File: src/rtl/serial_word_rx.sv
// Serial bit collector: assembles qualified bits into WIDTH-bit words behind a
// one-word valid/ready holding register, with a sticky flag for dropped words.
module serial_word_rx #(
   parameter int WIDTH     = 8,
   parameter bit MSB_FIRST = 1'b1
) (
   input  logic                     clk,
   input  logic                     reset,
   input  logic                     bit_in,
   input  logic                     bit_valid,
   input  logic                     sof,
   output logic [WIDTH-1:0]         word_out,
   output logic                     word_valid,
   input  logic                     word_ready,
   output logic                     overflow,
   input  logic                     clr_ovf,
   output logic [$clog2(WIDTH)-1:0] bit_cnt
);

   localparam int CW = $clog2(WIDTH);
   localparam logic [CW-1:0] LAST_CNT = CW'(WIDTH - 1);

   typedef enum logic {IDLE, SHIFT} state_t;

   state_t             state_reg, state_next;
   logic [WIDTH-1:0]   shift_reg, shift_next;
   logic [CW-1:0]      cnt_reg, cnt_next;
   logic [WIDTH-1:0]   word_reg, word_next;
   logic               valid_reg, valid_next;
   logic               ovf_reg, ovf_next;
   logic [WIDTH-1:0]   shift_fresh, shift_more;
   logic               complete;
   logic               hold_free;

   // Shift direction puts the first transmitted bit at the MSB or the LSB of the finished word.
   generate
      if (MSB_FIRST) begin : g_msb_first
         assign shift_fresh = {{(WIDTH-1){1'b0}}, bit_in};
         assign shift_more  = {shift_reg[WIDTH-2:0], bit_in};
      end else begin : g_lsb_first
         assign shift_fresh = {bit_in, {(WIDTH-1){1'b0}}};
         assign shift_more  = {bit_in, shift_reg[WIDTH-1:1]};
      end
   endgenerate

   assign hold_free = ~valid_reg | word_ready;

   always_comb begin
      state_next = state_reg;
      shift_next = shift_reg;
      cnt_next   = cnt_reg;
      complete   = 1'b0;
      word_next  = word_reg;
      valid_next = valid_reg;
      ovf_next   = ovf_reg;

      if (bit_valid) begin
         if (sof) begin
            // sof always restarts framing; any partial word is silently abandoned
            shift_next = shift_fresh;
            cnt_next   = CW'(1);
            state_next = SHIFT;
         end else if (state_reg == SHIFT) begin
            shift_next = shift_more;
            if (cnt_reg == LAST_CNT) begin
               cnt_next = '0;
               complete = 1'b1;
            end else begin
               cnt_next = cnt_reg + CW'(1);
            end
         end
      end

      if (complete && hold_free) begin
         word_next  = shift_more;
         valid_next = 1'b1;
      end else if (valid_reg && word_ready) begin
         valid_next = 1'b0;
      end

      if (complete && !hold_free) begin
         ovf_next = 1'b1;
      end else if (clr_ovf) begin
         ovf_next = 1'b0;
      end
   end

   always_ff @(posedge clk or negedge reset) begin
      if (!reset) begin
         state_reg <= IDLE;
         shift_reg <= '0;
         cnt_reg   <= '0;
         word_reg  <= '0;
         valid_reg <= 1'b0;
         ovf_reg   <= 1'b0;
      end else begin
         state_reg <= state_next;
         shift_reg <= shift_next;
         cnt_reg   <= cnt_next;
         word_reg  <= word_next;
         valid_reg <= valid_next;
         ovf_reg   <= ovf_next;
      end
   end

   assign word_out   = word_reg;
   assign word_valid = valid_reg;
   assign overflow   = ovf_reg;
   assign bit_cnt    = cnt_reg;

endmodule

File: config.mk
export PLATFORM = sky130hd
export DESIGN_NAME = serial_word_rx
export DESIGN_NICKNAME = d
export VERILOG_FILES = /design/src/rtl/serial_word_rx.sv
export SDC_FILE = /design/constraint.sdc
export NUM_CORES = 1
export LEC_CHECK = 0
export BUFFER_PORTS_ARGS = -buffer_cell sky130_fd_sc_hd__buf_4
export CAP_MARGIN = 20
export CORE_MARGIN = 3
export CORE_UTILIZATION = 45
export DETAILED_ROUTE_END_ITERATION = 16
export PLACE_DENSITY = 0.72
export SYNTH_ARGS = -nofsm -noshare
export SYNTH_HDL_FRONTEND = slang
export SYNTH_SLANG_ARGS = --single-unit
File: constraint.sdc
create_clock -name clk -period 3.85 [get_ports clk]
set_input_delay 0.77 -clock clk [delete_from_list [all_inputs] [get_ports clk]]
set_output_delay 0.77 -clock clk [all_outputs]
set_load 0.005 [all_outputs]
==> metrics.yaml, run 1 <==
route:
  antenna_left: 0
  wl_um: 1640
  drt-vias-per-instance: 5.13
  wire_per_inst_um: 13.8
  drtPass1Iterations: 4
  num_vias: 610
  drc: 0
  first_iter_violations: 6
setup_path:
  cp.required_ps: 4040
  start_kind: "flip-flop"
  crit_start: "bit_cnt[0]"
  crit_fanout: 8
  worstSetupPathType: "reg2reg"
  arrival_ps: 2060
  reg2reg_from: "bit_cnt[0]"
  crit_path_end_kind: "flip-flop"
placement:
  portBuffers: 19
  place_ws_ps: 1680
  gp_congestion: 0.756
  dpl_cell_area_sq_mm: 0.00110
grt:
  grt_max_degree: 22
  grt_first_pass_wirelength_um: 2720
  antenna_found_initial: 0
  globalRouteOverflowTotal: 0
  grt_util_all_layers: 0.137
  grt_pass1_vias: 619
finish:
  drive_gt1_frac: 0.370
  fill_cells: 171
  syn2layout_area_growth_pct: 18.3
  fin_nets: 102
  diodes: 0
  seqCellArea_sq_um: 526
  largest_reg_flops: 8
  fin_area_sq_mm: 0.00113
  multiInputGateArea_sq_um: 360
die:
  die_w_um: 52
  io_pins: 20
  die_y_um: 52
  core-area_sq_mm: 0.00198
  floorplan.die_area_sq_mm: 0.00270
  initial_core_util: 0.480
  rows: 16
clocking:
  h-tree-depth: 1
  cts_buffers: 3
  cts_tree: "built"
  clk_pin_slew_ps: 110
  clockRootBuffer: "clkbuf_4"
  insertion_delay_ps: 300
  cts_resized: 0
  post_cts_buffers: 0
  cts_sinks: 21
  cts_max_path_buffers: 2
  hold_buffers: 0
sta:
  fin_tns_setup_ps: 0
  skew_ps: 6.54
  rsz0062_at_grt: "false"
  slew_headroom: 0.624
  setup_viol: 0
  slew_viol_final: 0
  setup_slack_ps: 1980
  finalHoldViolCount: 0
  fmax_ghz: 0.536
  period_minus_slack_ps: 1870
  period_share: 0.485
  tightest_slew_ps: 562
logic_synthesis:
  syn_area_sq_um: 952
  synthCells: 74
  yosys_warnings: 0
  synth_seq_area_share: 0.552
  synth_seq_cells: 21
  synthDistinctLibCells: 18
  syn_nets: 83
  synth_area_per_cell_sq_um: 12.9
power_and_ir_drop:
  ir_drop_v: 0.000210
  p_per_area_mw_per_mm2: 394
  leakagePower_nw: 0.539
flow_run:
  maxCapViolations: 0
min_path:
  hold_path.class: "in2async"
status:
  status: "finished clean"
==> per-layer routing <==
| layer | up-vias | global-route usage | wire (um) |
|---|---|---|---|
| met5 | - | 0 | 0 |
| met2 | 12 | 0.228 | 844 |
| li1 | 299 | - | - |
| met4 | 0 | 0.0655 | 17 |
| met1 | 297 | 0.175 | 727 |
| met3 | 2 | 0.0172 | 47 |
==> Yosys cell counts <==
cell       number  area share
nand4b_2        1       0.016
mux2_4          8        0.13
nor2b_2         1      0.0092
buf_2           2       0.011
a2bb2oi_1       8       0.074
inv_1          10       0.039
buf_6           1       0.012
clkbuf_1        2      0.0079
a21o_1          1      0.0079
nand2_1         1      0.0039
o21ai_0         3       0.016
nand2b_4        1       0.014
ha_1            2       0.026
nor3b_1         1      0.0079
o22ai_1         9       0.059
dfrtp_1        21        0.55
mux2_2          1       0.012
and2_1          1      0.0066
==> cell usage in the layout (no fill, tap or decap), drive strengths merged <==
cell type	netlist	final
inv	10	10
ha	2	2
nand2	1	1
o21ai	3	3
dfrtp	21	21
a2bb2oi	8	8
nand4b	1	1
o22ai	9	9
buf	3	19
a21o	1	1
nand2b	1	1
and2	1	1
clkbuf	2	4
nor2b	1	1
mux2	9	9
nor3b	1	1
==> area by class of cell <==
class                   count  area share
inverters                  10      0.0333
flip-flops and latches     21       0.467
clock buffers               4      0.0233
multi-input cells          38       0.320
well taps                  27      0.0300
repair buffers             19       0.127
==> worst paths after layout <==
path	slack (ps)	endpoint	cells after the start
max	1980	word_out[2]	5
min	320	word_out[6]	1
max reg2reg	1980	word_out[2]	5
min reg2reg	520	word_out[5]	1
max in group asynchronous	3320	state_reg	1
min in group clk	520	word_out[5]	1
==> worst max-delay path, stage by stage (launching register included) <==
cell and delay, ps:
dfrtp_1 410, ha_1 160, ha_1 190, nand4b_2 150, nor2b_2 500, mux2_4 350
==> per-stage QoR <==
step                utilization  std cells  hold WS [ps]  power [mW]
global placement          0.555        115           489       0.342
CTS                       0.568        119           331       0.447
global route              0.568        119           327       0.468
finish                    0.568        119           323       0.443
detailed placement        0.555        115           494       0.346
floorplan                     -         74           474       0.303
==> where the power goes <==
part / switching (mW) / internal (mW) / total, mW
sequential: 0.0154 / 0.241 / 0.257
combinational: 0.0308 / 0.0519 / 0.0827
clock: 0.0636 / 0.0404 / 0.104
total: 0.110 / 0.333 / 0.443
==> logic make-up after synthesis <==
kind of cell,synth area share
AOI/OAI and AO/OA,0.156
adders and majority gates,0.0263
buffers and inverters,0.0697
DFF,0.552
muxes,0.138
and+or+nand+nor,0.0578
Power figures use the tool's default switching activity.
==> inputs of run 2 (changes only) <==
ABC_AREA = 1   (was not set)
PLACE_DENSITY = 0.75   (was 0.72)
clock period = 1.5 ns   (was 3.85 ns; I/O delays follow)
==> run 2 against run 1 <==
Against the previous run: largest power group unchanged; clock skew fell by 2.3 ps; highest routed layer unchanged; combinational power increased by 56%; utilization increased by 4.1 points; wire length grew 1.1%; worst setup slack lost 1800 ps; count of clock-buffer cells in the layout down 1; cell count increased by 24%; sequential share of layout area grew 1.2 points; sequential power is 140% higher; fmax rose by 41%; total power is 130% higher.
==> metrics.yaml, run 2 <==
logic_synthesis:
  synth_area_leader_cell: "dfrtp_1"
  yosysMostFrequentCell: "nand2_1"
  yosys_warnings: 0  # unchanged
  synth_top_flop_cell: "dfrtp_1"
  syn_area_sq_um: 897  # -5.8%
  synth_edf_count: 0  # unchanged
  async_reset_ff_frac: 1.00  # unchanged
  synthDistinctLibCells: 15  # -3
  synth_seq_cells: 21  # unchanged
  synthCells: 100  # +35%
  yosys-top-cells-count: "nand2_1 (41), dfrtp_1 (21), nand3_1 (17), inv_1 (6), nor2_1 (3)"
  synth_seq_area_share: 0.586  # +0.0339
  synth_area_per_cell_sq_um: 8.97  # -30%
  synth_area_leaders: "dfrtp_1 (59%), nand2_1 (17%), nand3_1 (9.5%), ha_1 (2.8%), inv_1 (2.5%)"
  syn_nets: 109  # +31%
  synth_top_area_share: 0.586  # +0.0339
sta:
  slew_headroom: 0.753  # +0.130
  finalHoldViolCount: 0  # unchanged
  setup_slack_ps: 177  # -1810 ps
  skew_ps: 4.22  # -2.32 ps
  whs_ps: 229  # -94.8 ps
  period_minus_slack_ps: 1320  # -544 ps
  tightest_slew_ps: 369  # -193 ps
  fmax_ghz: 0.756  # +41%
  rsz0062_at_grt: "false"
  slew_viol_final: 0  # unchanged
  period_share: 0.882  # +0.397
  setup_viol: 0  # unchanged
  fin_tns_setup_ps: 0  # unchanged
finish:
  fin_area_sq_mm: 0.00110  # -2.6%
  drive_gt1_frac: 0.246  # -0.124
  final_cell_mix: "nand2_1 (41), dfrtp_1 (21), buf_4 (20)"
  syn2layout_area_growth_pct: 22.3
  layout_commonest_cell: "nand2_1"
  fill_cells: 168  # -1.8%
  diodes: 0  # unchanged
  fin_nets: 132  # +29%
  largest_reg_flops: 8  # unchanged
route:
  wire_per_inst_um: 11.3  # -18%
  antenna_left: 0  # unchanged
  first_iter_violations: 15  # +9
  drt-vias-per-instance: 4.83  # -5.8%
  wl_um: 1660  # +1.1%
  num_vias: 710  # +16%
  drtPass1Iterations: 4  # unchanged
  drc: 0  # unchanged
clocking:
  cts_max_path_buffers: 2  # unchanged
  cts_sinks: 21  # unchanged
  cts_buffers: 3  # unchanged
  clockRootBuffer: "clkbuf_4"
  clk_pin_slew_ps: 110  # about the same
  h-tree-depth: 1  # unchanged
  insertion_delay_ps: 300  # about the same
  cts_tree: "built"
placement:
  gp_congestion: 0.741  # -1.9%
  dpl_cell_area_sq_mm: 0.00105  # -4.5%
  place_ws_ps: 157  # -1530 ps
  portBuffers: 19  # unchanged
  place_hpwl_um: 1190
flow_run:
  maxCapViolations: 0  # unchanged
setup_path:
  rr_worst_depth: 4  # -1
  cp.required_ps: 1730  # -2310 ps
  r2r_end: "bit_cnt[0]"
  r2r_slack_ps: 180  # -1810 ps
  arrival_ps: 1550  # -510 ps
  worstSetupPathType: "reg2reg"
  reg2reg_from: "bit_cnt[0]"
  start_kind: "flip-flop"
  crit_start: "bit_cnt[0]"
  crit_fanout: 3  # -5
  crit_path_end_kind: "flip-flop"
min_path:
  hold_path_end: "shift_reg[0]"
  hp-start: "bit_in"
  hold_path.class: "in2reg"
  min_path_cells: 3
die:
  io_pins: 20  # unchanged
  core-area_sq_mm: 0.00180  # -9.1%
  initial_core_util: 0.498  # +0.0175
  floorplan.die_area_sq_mm: 0.00257  # -5.1%
  die_y_um: 50.7  # -2.6%
  die_w_um: 50.7  # -2.6%
  rows: 15  # -1
grt:
  globalRouteOverflowTotal: 0  # unchanged
  antenna_found_initial: 0  # unchanged
  grt_max_degree: 22  # unchanged
  grt_util_all_layers: 0.149  # +0.0118
  grt_pass1_vias: 664  # +7.3%
  grt_first_pass_wirelength_um: 2880  # +6.1%
status:
  status: "finished clean"
power_and_ir_drop:
  leakagePower_nw: 0.623  # +16%
  total_power_mw: 1.01  # +130%
  p_per_area_mw_per_mm2: 918  # +130%
  ir_drop_v: 0.000844  # +300%
-- run 2: repair_timing --
item | in CTS | in global routing
hold buffers | 1 | 0
hold endpoints to repair | 21 | 0
gates resized for setup | 0 | 1
setup buffers | 0 | 1
endpoints found under the setup margin | 0 | 8
-- run 2: layer usage --
metal / up-vias / track usage / routed length (um)
met5: - / 0 / 0
met4: 0 / 0.0673 / 23
met3: 2 / 0.0386 / 114
met2: 23 / 0.215 / 749
met1: 325 / 0.208 / 769
li1: 360 / - / -
-- run 2: power by group --
group | internal (mW) | leakage [nW] | total (mW) | switching [mW]
registers | 0.595 | 0.280 | 0.617 | 0.0217
logic | 0.0633 | 0.326 | 0.129 | 0.0654
clock network | 0.0993 | 0.0177 | 0.262 | 0.163
-- run 2: worst max-delay path, cell delays in order, from the launching register on --
cell	delay [ps]
dfrtp_1	420
ha_1	210
ha_1	200
or2_2	300
a21oi_1	130
-- run 2: how the worst max path moves through the flow --
| stage | slack (ps) | cells past startpoint | end |
|---|---|---|---|
| 6_report | 180 | 4 | bit_cnt[0] |
| 3_3_place_gp | 220 | 7 | word_out[4] |
| 5_1_grt | 20 | 7 | word_out[0] |
| 3_5_place_dp | 160 | 7 | word_out[5] |
| 2_1_floorplan | 250 | 4 | bit_cnt[0] |
| 4_1_cts | 140 | 7 | word_out[0] |
-- run 2: stage by stage --
stage / std cells / util
6_report: 147 / 0.609
5_1_grt: 147 / 0.609
4_1_cts: 146 / 0.603
3_5_place_dp: 141 / 0.583
3_3_place_gp: 141 / 0.583
2_1_floorplan: 100 / -
-- run 2: cell type report --
class / count / area (sq um) / area share
flip-flops and latches: 21 / 526 / 0.479
clock buffers: 3 / 22.5 / 0.0205
repair buffers: 21 / 160 / 0.146
clock inverters: 1 / 5.00 / 0.00456
multi-input cells: 70 / 330 / 0.301
well taps: 25 / 31.3 / 0.0285
inverters: 6 / 22.5 / 0.0205
-- run 2: logic make-up (layout without fill, tap and decap cells) --
group,count (synthesis),after routing,share of synthesized area
AOI/OAI and AO/OA,2,2,0.0139
DFF,21,21,0.586
and+or+nand+nor,66,66,0.324
buffers and inverters,9,31,0.0488
adders and majority gates,2,2,0.0279
==> inputs of run 3 (changes only) <==
CELL_PAD_IN_SITES_DETAIL_PLACEMENT = 1   (was not set)
CELL_PAD_IN_SITES_GLOBAL_PLACEMENT = 1   (was not set)
CORE_UTILIZATION = 34   (was 45)
==> run 3 against run 2 <==
Against the previous run: non-clock buffer count is 1 higher; combinational power grew 4%; wire length up 19%; total power is 2.2% higher; critical endpoint unchanged; largest cell class unchanged; largest power group unchanged; highest routed layer unchanged.
==> metrics.yaml, run 3 (synthesis results as in run 2) <==
status:
  status: "finished clean"
die:
  die_w_um: 57.4  # +13%
  floorplan.die_area_sq_mm: 0.00329  # +28%
  initial_core_util: 0.380  # -0.118
  io_pins: 20  # unchanged
  core-area_sq_mm: 0.00236  # +31%
  die_y_um: 57.4  # +13%
  rows: 17  # +2
route:
  antenna_left: 0  # unchanged
  num_vias: 729  # +2.7%
  drc: 0  # unchanged
  drtPass1Iterations: 4  # unchanged
  wl_um: 1970  # +19%
  wire_per_inst_um: 13.1  # +16%
  drt-vias-per-instance: 4.83  # about the same
  first_iter_violations: 13  # -2
min_path:
  hold_path.class: "in2reg"
setup_path:
  cp.required_ps: 1730  # about the same
  max_stage_delay_ps: 430  # about the same
  path_buf_inv: 0  # unchanged
  crit_slowest_cell: "dfrtp_1"
  worstSetupPathType: "reg2reg"
  r2r_slack_ps: 160  # about the same
  crit_path_end_kind: "flip-flop"
  arrival_ps: 1570  # +20 ps
  crit_chain: "ha_1 -> ha_1 -> or2_2 -> a21oi_1"
  start_kind: "flip-flop"
  cpMostUsedCell: "ha_1"
  critPathTopFamily: "flip-flops"
  crit_fanout: 4  # +1
sta:
  fin_tns_setup_ps: 0  # unchanged
  period_minus_slack_ps: 1340  # +13.0 ps
  fmax_ghz: 0.749  # -0.97%
  period_share: 0.890  # +0.00865
  finalHoldViolCount: 0  # unchanged
  skew_ps: 4.36  # +0.134 ps
  rsz0062_at_grt: "false"
  setup_viol: 0  # unchanged
  slew_headroom: 0.745  # -0.00782
  tightest_slew_ps: 381  # +11.7 ps
  slew_viol_final: 0  # unchanged
  whs_ps: 204  # -25.0 ps
placement:
  placed_cells: 145  # +2.8%
  portBuffers: 19  # unchanged
  place_hpwl_um: 1480  # +24%
  gp_congestion: 0.673  # -9.3%
grt:
  grt_pass1_vias: 724  # +9.0%
  globalRouteOverflowTotal: 0  # unchanged
  antenna_found_initial: 0  # unchanged
  grt_util_all_layers: 0.132  # -0.0171
  grt_max_degree: 22  # unchanged
  grt_first_pass_wirelength_um: 3400  # +18%
clocking:
  cts_tree: "built"
  h-tree-depth: 1  # unchanged
  clockRootBuffer: "clkbuf_4"
  clk_pin_slew_ps: 120  # about the same
  insertion_delay_ps: 300  # about the same
  cts_buffers: 3  # unchanged
  cts_sinks: 21  # unchanged
  cts_max_path_buffers: 2  # unchanged
flow_run:
  maxCapViolations: 0  # unchanged
finish:
  largest_reg_flops: 8  # unchanged
  layout_commonest_cell: "nand2_1"
  fin_cells: 151  # +2.7%
  syn2layout_area_growth_pct: 25.0
  diodes: 0  # unchanged
  fin_nets: 133  # +0.76%
  final_cell_mix: "nand2_1 (39), dfrtp_1 (21), buf_4 (21)"
  drive_gt1_frac: 0.268  # +0.0224
power_and_ir_drop:
  p_per_area_mw_per_mm2: 919  # about the same
  ir_drop_v: 0.000519  # -39%
  leakagePower_nw: 0.629  # +0.92%
## run 3: routing by layer
| layer | vias to the layer above | part of all wire | track usage |
|---|---|---|---|
| li1 | 360 | - | - |
| met1 | 350 | 0.46 | 0.184 |
| met2 | 17 | 0.49 | 0.205 |
| met3 | 2 | 0.048 | 0.0204 |
| met4 | 0 | 0.0086 | 0.0497 |
| met5 | - | 0 | 0 |
## run 3: per-stage QoR
step           total power [mW]  setup WS, ps   util  area, sq um
6_report                   1.03           164  0.475         1120
5_1_grt                    1.08          20.2  0.475         1120
4_1_cts                    1.04          86.0  0.465         1100
3_5_place_dp              0.757           133  0.449         1060
3_3_place_gp              0.751           204  0.449         1060
2_1_floorplan             0.681           252      -          897
## run 3: path summary, 6_finish.rpt
check,from,endpoint,cells after the start
worst max-delay path,bit_cnt[0],bit_cnt[0],4
worst min-delay path,bit_in,shift_reg[0],3
worst max register to register,bit_cnt[0],bit_cnt[0],4
worst min register to register,word_out[3],word_out[3],2
max in group asynchronous,reset,bit_cnt[0],2
min in group asynchronous,reset,word_out[3],2
## run 3: final cells by class
| class | count | area [sq um] |
|---|---|---|
| tap | 28 | 35.0 |
| timing repair buffer | 22 | 168 |
| fill | 309 | 1240 |
| sequential | 21 | 526 |
| inverter | 6 | 22.5 |
| clock inverter | 1 | 5.00 |
| clock buffer | 3 | 22.5 |
| multi-input combinational | 70 | 343 |
## run 3: where the power goes
| group | switching, mW | internal (mW) | total (mW) |
|---|---|---|---|
| clock | 0.179 | 0.0993 | 0.278 |
| sequential | 0.0222 | 0.595 | 0.617 |
| combinational | 0.0683 | 0.0662 | 0.134 |
## run 3: timing repair
action	4_1_cts	5_1_grt
resized for setup	0	4
hold buffers	1	0
buffers inserted	0	1
endpoints found under the setup margin	0	8
endpoints found under the hold margin	21	0
## run 3: worst min-delay path, cell delays in order
cell and delay, ps:
buf_4 90, nand2_1 40, nand2_1 50
